===== src/rtl/mem_arb_pkg.sv =====
// rtl/mem_arb_pkg.sv - state, burst-size encodings and burst-length helper for the memory arbiter
package mem_arb_pkg;

    localparam int CNT_W = 8;

    typedef enum logic [1:0] {
        ST_IDLE     = 2'd0,
        ST_WR_BURST = 2'd1,
        ST_RD_WAIT  = 2'd2,
        ST_RD_BURST = 2'd3
    } arb_state_t;

    localparam logic [1:0] ACC_1W  = 2'b00;
    localparam logic [1:0] ACC_4W  = 2'b01;
    localparam logic [1:0] ACC_8W  = 2'b10;
    localparam logic [1:0] ACC_16W = 2'b11;

    function automatic logic [CNT_W-1:0] burst_len(input logic [1:0] acc);
        case (acc)
            ACC_1W:  return CNT_W'(1);
            ACC_4W:  return CNT_W'(4);
            ACC_8W:  return CNT_W'(8);
            default: return CNT_W'(16);
        endcase
    endfunction

endpackage


===== src/rtl/mem_arbiter_if.sv =====
// rtl/mem_arbiter_if.sv - fetch port, data port and memory-side signals of the arbiter
interface mem_arbiter_if;
    logic        if_req;
    logic [31:0] if_addr;
    logic [1:0]  if_acc_size;
    logic        if_gnt;
    logic        if_rvalid;
    logic [31:0] if_rdata;
    logic        if_done;

    logic        dm_req;
    logic [31:0] dm_addr;
    logic [1:0]  dm_acc_size;
    logic        dm_wren;
    logic [31:0] dm_wdata;
    logic        dm_gnt;
    logic        dm_wnext;
    logic        dm_rvalid;
    logic [31:0] dm_rdata;
    logic        dm_done;

    logic [31:0] mem_addr;
    logic [31:0] mem_data_in;
    logic [31:0] mem_data_out;
    logic [1:0]  mem_acc_size;
    logic        mem_wren;
    logic        mem_busy;
    logic        mem_enable;

    // requesters plus memory model
    modport master (
        output if_req, if_addr, if_acc_size, dm_req, dm_addr, dm_acc_size, dm_wren, dm_wdata,
               mem_data_out, mem_busy,
        input  if_gnt, if_rvalid, if_rdata, if_done, dm_gnt, dm_wnext, dm_rvalid, dm_rdata, dm_done,
               mem_addr, mem_data_in, mem_acc_size, mem_wren, mem_enable
    );

    modport slave (
        input  if_req, if_addr, if_acc_size, dm_req, dm_addr, dm_acc_size, dm_wren, dm_wdata,
               mem_data_out, mem_busy,
        output if_gnt, if_rvalid, if_rdata, if_done, dm_gnt, dm_wnext, dm_rvalid, dm_rdata, dm_done,
               mem_addr, mem_data_in, mem_acc_size, mem_wren, mem_enable
    );
endinterface


===== src/rtl/mem_arb_beat_counter.sv =====
// rtl/mem_arb_beat_counter.sv - loadable down-counter for read latency and burst beats
module mem_arb_beat_counter
    import mem_arb_pkg::*;
(
    input  logic             clock,
    input  logic             reset_n,
    input  logic             load,
    input  logic [CNT_W-1:0] load_val,
    input  logic             dec,
    output logic             last
);
    logic [CNT_W-1:0] cnt;

    always_ff @(posedge clock) begin
        if (!reset_n)
            cnt <= '0;
        else if (load)
            cnt <= load_val;
        else if (dec && cnt != '0)
            cnt <= cnt - CNT_W'(1);
    end

    assign last = (cnt == CNT_W'(1));
endmodule


===== src/rtl/mem_arbiter.sv =====
// rtl/mem_arbiter.sv - fetch/data burst arbiter for one memory port; MEM_ARB_STARVE_GUARD_EN enables fetch starvation guard
module mem_arbiter
    import mem_arb_pkg::*;
#(
    parameter int RD_LATENCY   = 2,
    parameter int STARVE_LIMIT = 4
) (
    input logic          clock,
    input logic          reset_n,
    mem_arbiter_if.slave bus
);
    arb_state_t       state;
    logic             owner_dm;
    logic [CNT_W-1:0] load_val, if_len, dm_len;
    logic [31:0]      sel_addr;
    logic             cnt_load, cnt_dec, cnt_last;
    logic             starve_hit, grant, grant_dm, grant_if, wr_grant, beat, rd_beat, done;

    assign if_len   = burst_len(bus.if_acc_size);
    assign dm_len   = burst_len(bus.dm_acc_size);

    assign grant    = reset_n && state == ST_IDLE && !bus.mem_busy && (bus.if_req || bus.dm_req);
    assign grant_dm = grant && bus.dm_req && !(starve_hit && bus.if_req);
    assign grant_if = grant && !grant_dm;
    assign wr_grant = grant_dm && bus.dm_wren;
    assign sel_addr = grant_dm ? bus.dm_addr : bus.if_addr;

    // a beat is any unstalled burst cycle; word 0 of a write is taken in the grant cycle
    assign beat     = reset_n && !bus.mem_busy && (state == ST_WR_BURST || state == ST_RD_BURST);
    assign rd_beat  = beat && state == ST_RD_BURST;
    assign done     = (wr_grant && dm_len == CNT_W'(1)) || (beat && cnt_last);

    assign bus.if_gnt    = grant_if;
    assign bus.dm_gnt    = grant_dm;
    assign bus.dm_wnext  = wr_grant || (beat && state == ST_WR_BURST);
    assign bus.if_rvalid = rd_beat && !owner_dm;
    assign bus.dm_rvalid = rd_beat && owner_dm;
    assign bus.if_rdata  = bus.if_rvalid ? bus.mem_data_out : 32'h0;
    assign bus.dm_rdata  = bus.dm_rvalid ? bus.mem_data_out : 32'h0;
    assign bus.dm_done   = done && (wr_grant || owner_dm);
    assign bus.if_done   = done && !wr_grant && !owner_dm;

    always_comb begin
        cnt_load = 1'b0;
        load_val = '0;
        if (grant) begin
            cnt_load = 1'b1;
            if (wr_grant)
                load_val = dm_len - CNT_W'(1);
            else if (RD_LATENCY == 0)
                load_val = grant_dm ? dm_len : if_len;
            else
                load_val = CNT_W'(RD_LATENCY);
        end else if (state == ST_RD_WAIT && cnt_last) begin
            cnt_load = 1'b1;
            load_val = burst_len(bus.mem_acc_size);
        end
    end

    assign cnt_dec = beat || state == ST_RD_WAIT;

    mem_arb_beat_counter u_beat_counter (
        .clock    (clock),
        .reset_n  (reset_n),
        .load     (cnt_load),
        .load_val (load_val),
        .dec      (cnt_dec),
        .last     (cnt_last)
    );

`ifdef MEM_ARB_STARVE_GUARD_EN
    logic [CNT_W-1:0] starve_cnt;

    assign starve_hit = starve_cnt >= CNT_W'(STARVE_LIMIT);

    always_ff @(posedge clock) begin
        if (!reset_n || !bus.if_req || grant_if)
            starve_cnt <= '0;
        else if (grant_dm && !starve_hit)
            starve_cnt <= starve_cnt + CNT_W'(1);
    end
`else
    // guard compiled out: data port always wins a tie
    assign starve_hit = 1'b0 && (STARVE_LIMIT > 0);
`endif

    always_ff @(posedge clock) begin
        if (!reset_n) begin
            state            <= ST_IDLE;
            owner_dm         <= 1'b0;
            bus.mem_addr     <= '0;
            bus.mem_acc_size <= '0;
            bus.mem_wren     <= 1'b0;
            bus.mem_data_in  <= '0;
            bus.mem_enable   <= 1'b0;
        end else begin
            bus.mem_enable <= 1'b1;
            if (bus.dm_wnext)
                bus.mem_data_in <= bus.dm_wdata;
            unique case (state)
                ST_IDLE: begin
                    bus.mem_wren <= 1'b0;
                    if (grant) begin
                        owner_dm         <= grant_dm;
                        bus.mem_addr     <= sel_addr & ~32'h3;
                        bus.mem_acc_size <= grant_dm ? bus.dm_acc_size : bus.if_acc_size;
                        bus.mem_wren     <= wr_grant;
                        if (wr_grant)
                            state <= (dm_len == CNT_W'(1)) ? ST_IDLE : ST_WR_BURST;
                        else if (RD_LATENCY == 0)
                            state <= ST_RD_BURST;
                        else
                            state <= ST_RD_WAIT;
                    end
                end
                ST_WR_BURST: if (beat && cnt_last) state <= ST_IDLE;
                ST_RD_WAIT:  if (cnt_last) state <= ST_RD_BURST;
                ST_RD_BURST: if (beat && cnt_last) state <= ST_IDLE;
                default:     state <= ST_IDLE;
            endcase
        end
    end
endmodule


===== src/flat_wrapper.sv =====
// flat-port wrapper written by rule: the top's interface ports become plain ports
module mem_arbiter_flat import mem_arb_pkg::*;
#(
    parameter int RD_LATENCY   = 2,
    parameter int STARVE_LIMIT = 4
)
  (clock, reset_n, bus_if_req, bus_if_addr, bus_if_acc_size, bus_dm_req, bus_dm_addr, bus_dm_acc_size, bus_dm_wren, bus_dm_wdata, bus_mem_data_out, bus_mem_busy, bus_if_gnt, bus_if_rvalid, bus_if_rdata, bus_if_done, bus_dm_gnt, bus_dm_wnext, bus_dm_rvalid, bus_dm_rdata, bus_dm_done, bus_mem_addr, bus_mem_data_in, bus_mem_acc_size, bus_mem_wren, bus_mem_enable);
  mem_arbiter_if bus_i ();
  input logic clock;
  input logic reset_n;
  input wire logic [$bits(bus_i.if_req)-1:0] bus_if_req;
  input wire logic [$bits(bus_i.if_addr)-1:0] bus_if_addr;
  input wire logic [$bits(bus_i.if_acc_size)-1:0] bus_if_acc_size;
  input wire logic [$bits(bus_i.dm_req)-1:0] bus_dm_req;
  input wire logic [$bits(bus_i.dm_addr)-1:0] bus_dm_addr;
  input wire logic [$bits(bus_i.dm_acc_size)-1:0] bus_dm_acc_size;
  input wire logic [$bits(bus_i.dm_wren)-1:0] bus_dm_wren;
  input wire logic [$bits(bus_i.dm_wdata)-1:0] bus_dm_wdata;
  input wire logic [$bits(bus_i.mem_data_out)-1:0] bus_mem_data_out;
  input wire logic [$bits(bus_i.mem_busy)-1:0] bus_mem_busy;
  output wire logic [$bits(bus_i.if_gnt)-1:0] bus_if_gnt;
  output wire logic [$bits(bus_i.if_rvalid)-1:0] bus_if_rvalid;
  output wire logic [$bits(bus_i.if_rdata)-1:0] bus_if_rdata;
  output wire logic [$bits(bus_i.if_done)-1:0] bus_if_done;
  output wire logic [$bits(bus_i.dm_gnt)-1:0] bus_dm_gnt;
  output wire logic [$bits(bus_i.dm_wnext)-1:0] bus_dm_wnext;
  output wire logic [$bits(bus_i.dm_rvalid)-1:0] bus_dm_rvalid;
  output wire logic [$bits(bus_i.dm_rdata)-1:0] bus_dm_rdata;
  output wire logic [$bits(bus_i.dm_done)-1:0] bus_dm_done;
  output wire logic [$bits(bus_i.mem_addr)-1:0] bus_mem_addr;
  output wire logic [$bits(bus_i.mem_data_in)-1:0] bus_mem_data_in;
  output wire logic [$bits(bus_i.mem_acc_size)-1:0] bus_mem_acc_size;
  output wire logic [$bits(bus_i.mem_wren)-1:0] bus_mem_wren;
  output wire logic [$bits(bus_i.mem_enable)-1:0] bus_mem_enable;
  assign bus_i.if_req = bus_if_req;
  assign bus_i.if_addr = bus_if_addr;
  assign bus_i.if_acc_size = bus_if_acc_size;
  assign bus_i.dm_req = bus_dm_req;
  assign bus_i.dm_addr = bus_dm_addr;
  assign bus_i.dm_acc_size = bus_dm_acc_size;
  assign bus_i.dm_wren = bus_dm_wren;
  assign bus_i.dm_wdata = bus_dm_wdata;
  assign bus_i.mem_data_out = bus_mem_data_out;
  assign bus_i.mem_busy = bus_mem_busy;
  assign bus_if_gnt = bus_i.if_gnt;
  assign bus_if_rvalid = bus_i.if_rvalid;
  assign bus_if_rdata = bus_i.if_rdata;
  assign bus_if_done = bus_i.if_done;
  assign bus_dm_gnt = bus_i.dm_gnt;
  assign bus_dm_wnext = bus_i.dm_wnext;
  assign bus_dm_rvalid = bus_i.dm_rvalid;
  assign bus_dm_rdata = bus_i.dm_rdata;
  assign bus_dm_done = bus_i.dm_done;
  assign bus_mem_addr = bus_i.mem_addr;
  assign bus_mem_data_in = bus_i.mem_data_in;
  assign bus_mem_acc_size = bus_i.mem_acc_size;
  assign bus_mem_wren = bus_i.mem_wren;
  assign bus_mem_enable = bus_i.mem_enable;
  mem_arbiter #(.RD_LATENCY(RD_LATENCY), .STARVE_LIMIT(STARVE_LIMIT)) u_core (.clock(clock), .reset_n(reset_n), .bus(bus_i));
endmodule

===== config.mk =====
export PLATFORM = sky130hd
export DESIGN_NAME = mem_arbiter_flat
export DESIGN_NICKNAME = d
export VERILOG_FILES = /design/src/rtl/mem_arb_pkg.sv /design/src/rtl/mem_arbiter_if.sv /design/src/rtl/mem_arb_beat_counter.sv /design/src/rtl/mem_arbiter.sv /design/src/flat_wrapper.sv
export SDC_FILE = /design/constraint.sdc
export NUM_CORES = 1
export LEC_CHECK = 0
export BUFFER_PORTS_ARGS = -buffer_cell sky130_fd_sc_hd__buf_2
export CORE_AREA = 2 2 108 110
export CTS_CLUSTER_SIZE = 12
export DETAILED_ROUTE_END_ITERATION = 8
export DIE_AREA = 0 0 110 112
export GPL_TIMING_DRIVEN = 0
export PLACE_DENSITY_LB_ADDON = 0.08
export SYNTH_ARGS = -nofsm -noshare
export SYNTH_HDL_FRONTEND = slang
export SYNTH_SLANG_ARGS = --single-unit
export TNS_END_PERCENT = 100

===== constraint.sdc =====
create_clock -name clock -period 5.03 [get_ports clock]
set_clock_uncertainty 0.15 [all_clocks]
set_input_delay 0.503 -clock clock [delete_from_list [all_inputs] [get_ports clock]]
set_output_delay 0.503 -clock clock [all_outputs]
set_load 0.02 [all_outputs]

# Yosys cells after proc, flatten, opt, wreduce, memory -nomap -nowiden
# Index checks and enable logic that the tools add are counted.
[classes] n_addsub=2 eq_ne=12 mux=21 n_reduce_logical=37
[ops] operator="two-way mux 32 bit" count=3
[ops] operator="two-way mux 8 bit" count=5
[ops] operator="case mux 5 bit (3 select lines)" count=2
[ops] operator="logical AND 1 bit" count=19
[ops] operator="two-way mux 2 bit" count=5
[ops] operator="equality test 2 bit (second input constant)" count=4
[ops] operator="equality test 8 x 1 -> 1 bit (second input constant)" count=1
[ops] operator="nonzero test 8 bit" count=1
[ops] operator="subtractor 8 x 1 -> 8 bit (second input constant)" count=1
[ops] operator="equality test 2 x 1 -> 1 bit (second input constant)" count=3
[ops] operator="logical NOT 2 bit" count=3
[ops] operator="logical OR 1 bit" count=6
[ops] operator="inequality test 2 x 1 -> 1 bit (second input constant)" count=3
[ops] operator="case mux 2 bit (3 select lines)" count=1
[ops] operator="subtractor 5 x 1 -> 6 bit (second input constant)" count=1
[ops] operator="equality test 5 x 1 -> 1 bit (second input constant)" count=1
[ops] operator="two-way mux 1 bit" count=5
[ops] operator="logical NOT 1 bit" count=4
[ops] operator="AND reduction 3 bit" count=1
[ops] operator="AND reduction 2 bit" count=1
[ops] operator="nonzero test 2 bit" count=1
[ops] operator="OR reduction 2 bit" count=1
[word_totals] reg_bits=77 word_cells=80

# Longest topological paths before layout
[logic_depth] ltp_word=10 mapped_depth=9 depth_no_buf=7

# By module
# A second synthesis with hierarchy kept.
[hier_totals] cells_unflattened=482 hier_area_um2=4141.5
[by_module_without_submodules] module="mem_arbiter" instances=1 cells_each=423 area_per_inst_um2=3628.5 seq_area_each_um2=1381.3
[by_module_without_submodules] module="mem_arb_beat_counter" instances=1 cells_each=59 area_per_inst_um2=513.0 seq_area_each_um2=160.2

# Worst setup path before layout
# Ideal clock, no wire load.
[synth_path] kind="input to output" from="in reset_n" to="out bus_dm_done" arrival_ns=1.868 slack_ns=2.509 path_stages=6 path_buffers=2 path_cell_list="buf_2 > nor4b_4 > and3_1 > buf_4 > nor2_1 > o21ai_0"
[synth_between] elab_chain_cells=8 elab_cells_between_ends=12 classes_between="reduce/logical: 12"
[synth_lines] element="start: declaration" line="flat_wrapper.sv:10" source="input logic reset_n;"
[synth_lines] element="logical AND 1 bit (3 in a row)" line="mem_arbiter.sv:22" source="assign grant = reset_n && state == ST_IDLE && !bus.mem_busy && (bus.if_req || bus.dm_req);"
[synth_lines] element="logical AND 1 bit" line="mem_arbiter.sv:23" source="assign grant_dm = grant && bus.dm_req && !(starve_hit && bus.if_req);"
[synth_lines] element="logical AND 1 bit" line="mem_arbiter.sv:25" source="assign wr_grant = grant_dm && bus.dm_wren;"
[synth_lines] element="logical AND 1 bit" line="mem_arbiter.sv:31" source="assign done = (wr_grant && dm_len == CNT_W'(1)) || (beat && cnt_last);"
[synth_lines] element="logical OR 1 bit" line="mem_arbiter.sv:31"
[synth_lines] element="logical AND 1 bit *" line="mem_arbiter.sv:40" source="assign bus.dm_done = done && (wr_grant || owner_dm);"
[synth_lines] element="end: declaration" line="flat_wrapper.sv:29" source="output wire logic [$bits(bus_i.dm_done)-1:0] bus_dm_done;"
# Mark *: on every way between the ends. The rest lies on a longest branch, timed or not.

# Worst setup path after layout
[layout_path] from="in reset_n" to="out bus_if_rdata[6]"
[layout_between] elab_chain_cells=5
[layout_lines] element="logical AND 1 bit (2 in a row)" line="mem_arbiter.sv:29" source="assign beat = reset_n && !bus.mem_busy && (state == ST_WR_BURST || state == ST_RD_BURST);"
[layout_lines] element="logical AND 1 bit" line="mem_arbiter.sv:30" source="assign rd_beat = beat && state == ST_RD_BURST;"
[layout_lines] element="logical AND 1 bit" line="mem_arbiter.sv:36" source="assign bus.if_rvalid = rd_beat && !owner_dm;"
[layout_lines] element="two-way mux 32 bit" line="mem_arbiter.sv:38" source="assign bus.if_rdata = bus.if_rvalid ? bus.mem_data_out : 32'h0;"
[layout_lines] element="end: declaration" line="flat_wrapper.sv:23" source="output wire logic [$bits(bus_i.if_rdata)-1:0] bus_if_rdata;"
# No other way between the ends.

==> flow_summary.yaml <==
run_status:
  status: "finished, final reports clean"
global_route:
  grt_overflow_total: 0
  grt.total_usage: 0.205
  antenna_found_initial: 0
  grt_max_degree: 14
  grt_pass1_wl_mm: 20.1
  grt_pass1_vias: 4210
detailed_routing:
  wirelength_mm: 13.0
  antenna_left: 0
  drc: 0
  routed_via_density: 4.83
  drt_iter0_drc: 130
  num_vias: 4511
  dr.pass1.iters: 4
  wl_per_cell_um: 13.9
sta:
  slew_violations: 0
  timing.hold.ws_ns: 0.142
  setup_viol: 0
  period_share: 0.617
  min_period_ns: 3.10
  grt_setup_unrepaired: "no"
  worst_slew_margin_rel: 0.438
  fmax_ghz: 0.322
  finalSetupTns_ns: 0
  finalHoldViolCount: 0
  worst_pin_slew_ns: 0.821
critical_path:
  worstReg2RegStart: "u_core.u_beat_counter.cnt[0]"
  path_cells: "buf_2, buf_2, inv_2, nor3_1, nand2_1, nor2_1, clkbuf_1, and2_1, buf_2"
  reg2regPathDepth: 7
  worst_setup_path_start_kind: "primary input"
  slowest_delay_ns: 0.40
  cpMostUsedCell: "buf_2"
  worst_setup_path_end_kind: "primary output"
  r2r_setup_slack_ns: 2.74
  path_max_fanout: 10
  cp.required_ns: 4.38
  crit_type: "in2out"
  crit_path_top_delay_cell: "nor2_1"
  critPathBufInv: 5
  worst_path_dominant_cell_family: "simple AND/OR/NAND/NOR gates"
  worstReg2RegEnd: "u_core.u_beat_counter.cnt[3]"
  cp.arrival_ns: 2.45
synth:
  syn_area_per_cell_um2: 8.11
  seq_area_frac_synth: 0.376
  syn_inst: 506
  ys_types: 52
  yosysWarnings: 0
  syn-cell-area_um2: 4100
  synth-seq-cells: 77
placement:
  place_area_um2: 5630
  io_buffer_count: 268
  gp_congestion: 0.796
  placed_cells: 918
  dp_hpwl_mm: 10.3
clock_tree:
  post_cts_resized: 0
  clk_latency_ns: 0.33
  htreeDepth: 3
  cts_buffer_depth: 2
  clock_sinks: 77
  postCtsSetupBuffers: 0
  clock-root-buffer: "clkbuf_16"
  tritoncts: "built"
  cts-buffers-inserted: 9
  cts.clk_slew.worst_paths_ns: 0.06
  ctsHoldBuffers: 0
cells_and_area:
  drive_gt1_frac: 0.460
  areaGrowthSynthToFinish_pct: 44.8
  fin_area_um2: 5940
  final_util: 0.532
  nFillCells: 1087
  diodes: 0
  nets: 927
  instances_no_fill: 934
die:
  pin_count: 277
  fp.coreArea_um2: 11200
  die_y_um: 112
  std_cell_rows: 39
  die_w_um: 110
  die_area_um2: 12300
  start_util: 0.367
min_path:
  min_path_type: "in2reg"
  min_from: "reset_n"
  hold_end: "u_core.bus.mem_enable"
  holdPathStages: 1
power:
  irDropWorstVdd_mv: 0.120
  p_leak_uw: 0.00294
  power_density_nw_per_um2: 289
run:
  max-cap-violations: 0
[Yosys cell counts (all sizes together)]
library cell / n / area, um^2
nand3b: 1 / 7.51
o211ai: 1 / 7.51
ha: 3 / 37.5
clkbuf: 28 / 105
clkinv: 2 / 12.5
o22ai: 33 / 206
or4: 1 / 7.51
conb: 1 / 3.75
and2: 67 / 419
a22oi: 2 / 15.0
a32o: 1 / 10.0
a21o: 1 / 7.51
nor2b: 1 / 6.26
a32oi: 1 / 8.76
or2: 1 / 6.26
nor3b: 3 / 22.5
and3: 2 / 12.5
dfxtp: 77 / 1540
o221a: 1 / 11.3
o21ai: 6 / 30.0
xor2: 4 / 35.0
a221oi: 3 / 26.3
nand4b: 1 / 8.76
a2111oi: 1 / 8.76
a21oi: 38 / 299
nor4b: 2 / 32.5
buf: 16 / 136
and4: 1 / 8.76
a211oi: 2 / 15.0
a31o: 1 / 8.76
nand3: 4 / 20.0
or3b: 1 / 8.76
a31oi: 1 / 6.26
a2bb2oi: 29 / 254
nand2b: 3 / 18.8
inv: 5 / 18.8
nor4: 1 / 21.3
nor2: 79 / 304
nand2: 74 / 350
nor3: 5 / 25.0
xnor2: 2 / 17.5
[final cells by class]
type,instances,area (um^2),area share
Buffer,44,241,0.0406
Multi-Input combinational cell,379,2290,0.386
Sequential cell,77,1540,0.259
Inverter,7,31.3,0.00526
Tap cell,143,179,0.0301
Clock buffer,9,225,0.0379
Timing Repair Buffer,268,1340,0.226
Clock inverter,7,90.1,0.0152
[stage by stage]
step                      setup slack (ns)  total power, uW
after floorplan                       2.51              917
after global placement                1.94             1040
after detailed placement              1.84             1050
after CTS                             1.84             1740
after global routing                  1.64             1800
final                                 1.93             1720
[cells by family after synthesis]
group | count (synthesis) | synth area share
simple gates | 247 | 0.312
compound gates | 121 | 0.223
flops | 77 | 0.376
buf+inv | 51 | 0.0665
xor+xnor | 6 | 0.0128
fa+ha+maj | 3 | 0.00915
other cells | 1 | 0.000914
[registers in the layout (all words and copies together) (netlist names)]
name                       count
u_core.bus.mem_acc_size        2
u_core.bus.mem_addr           30
u_core.owner_dm                1
u_core.bus.mem_wren            1
u_core.bus.mem_enable          1
u_core.u_beat_counter.cnt      8
u_core.bus.mem_data_in        32
u_core.state                   2
[how the worst max path moves through the flow]
stage	cells past startpoint	endpoint	start	slack (ns)
final	9	bus_if_rdata[6]	reset_n	1.93
after global routing	9	bus_if_rdata[6]	reset_n	1.64
after CTS	9	bus_if_rdata[6]	reset_n	1.84
after detailed placement	9	bus_if_rdata[6]	reset_n	1.84
after global placement	9	bus_if_rdata[6]	reset_n	1.94
after floorplan	6	bus_dm_done	reset_n	2.51
[where the power goes]
group	internal, uW	total (uW)	switching (uW)
combinational	159	361	202
clock	431	685	254
sequential	648	674	26.1
total	1240	1720	482
[layout by cell type (no fill, tap or decap), types with 4 or more instances in the layout]
cell	count
nor3_1	5
nor2_1	78
clkbuf_16	9
nand2_1	45
a21oi_2	29
dfxtp_1	77
a21oi_1	9
inv_1	4
buf_2	275
xor2_1	4
clkbuf_1	28
nand2_2	29
a2bb2oi_1	29
and2_1	67
o21ai_0	5
o22ai_1	33
nand3_1	4
[metal layers]
layer | vias up | wire length, um | GRT usage
li1 | 2284 | - | -
met1 | 2038 | 5250 | 0.236
met2 | 172 | 6520 | 0.368
met3 | 17 | 951 | 0.0398
met4 | 0 | 241 | 0.0785
met5 | - | 0 | 0
(Power assumes the default switching activity.)
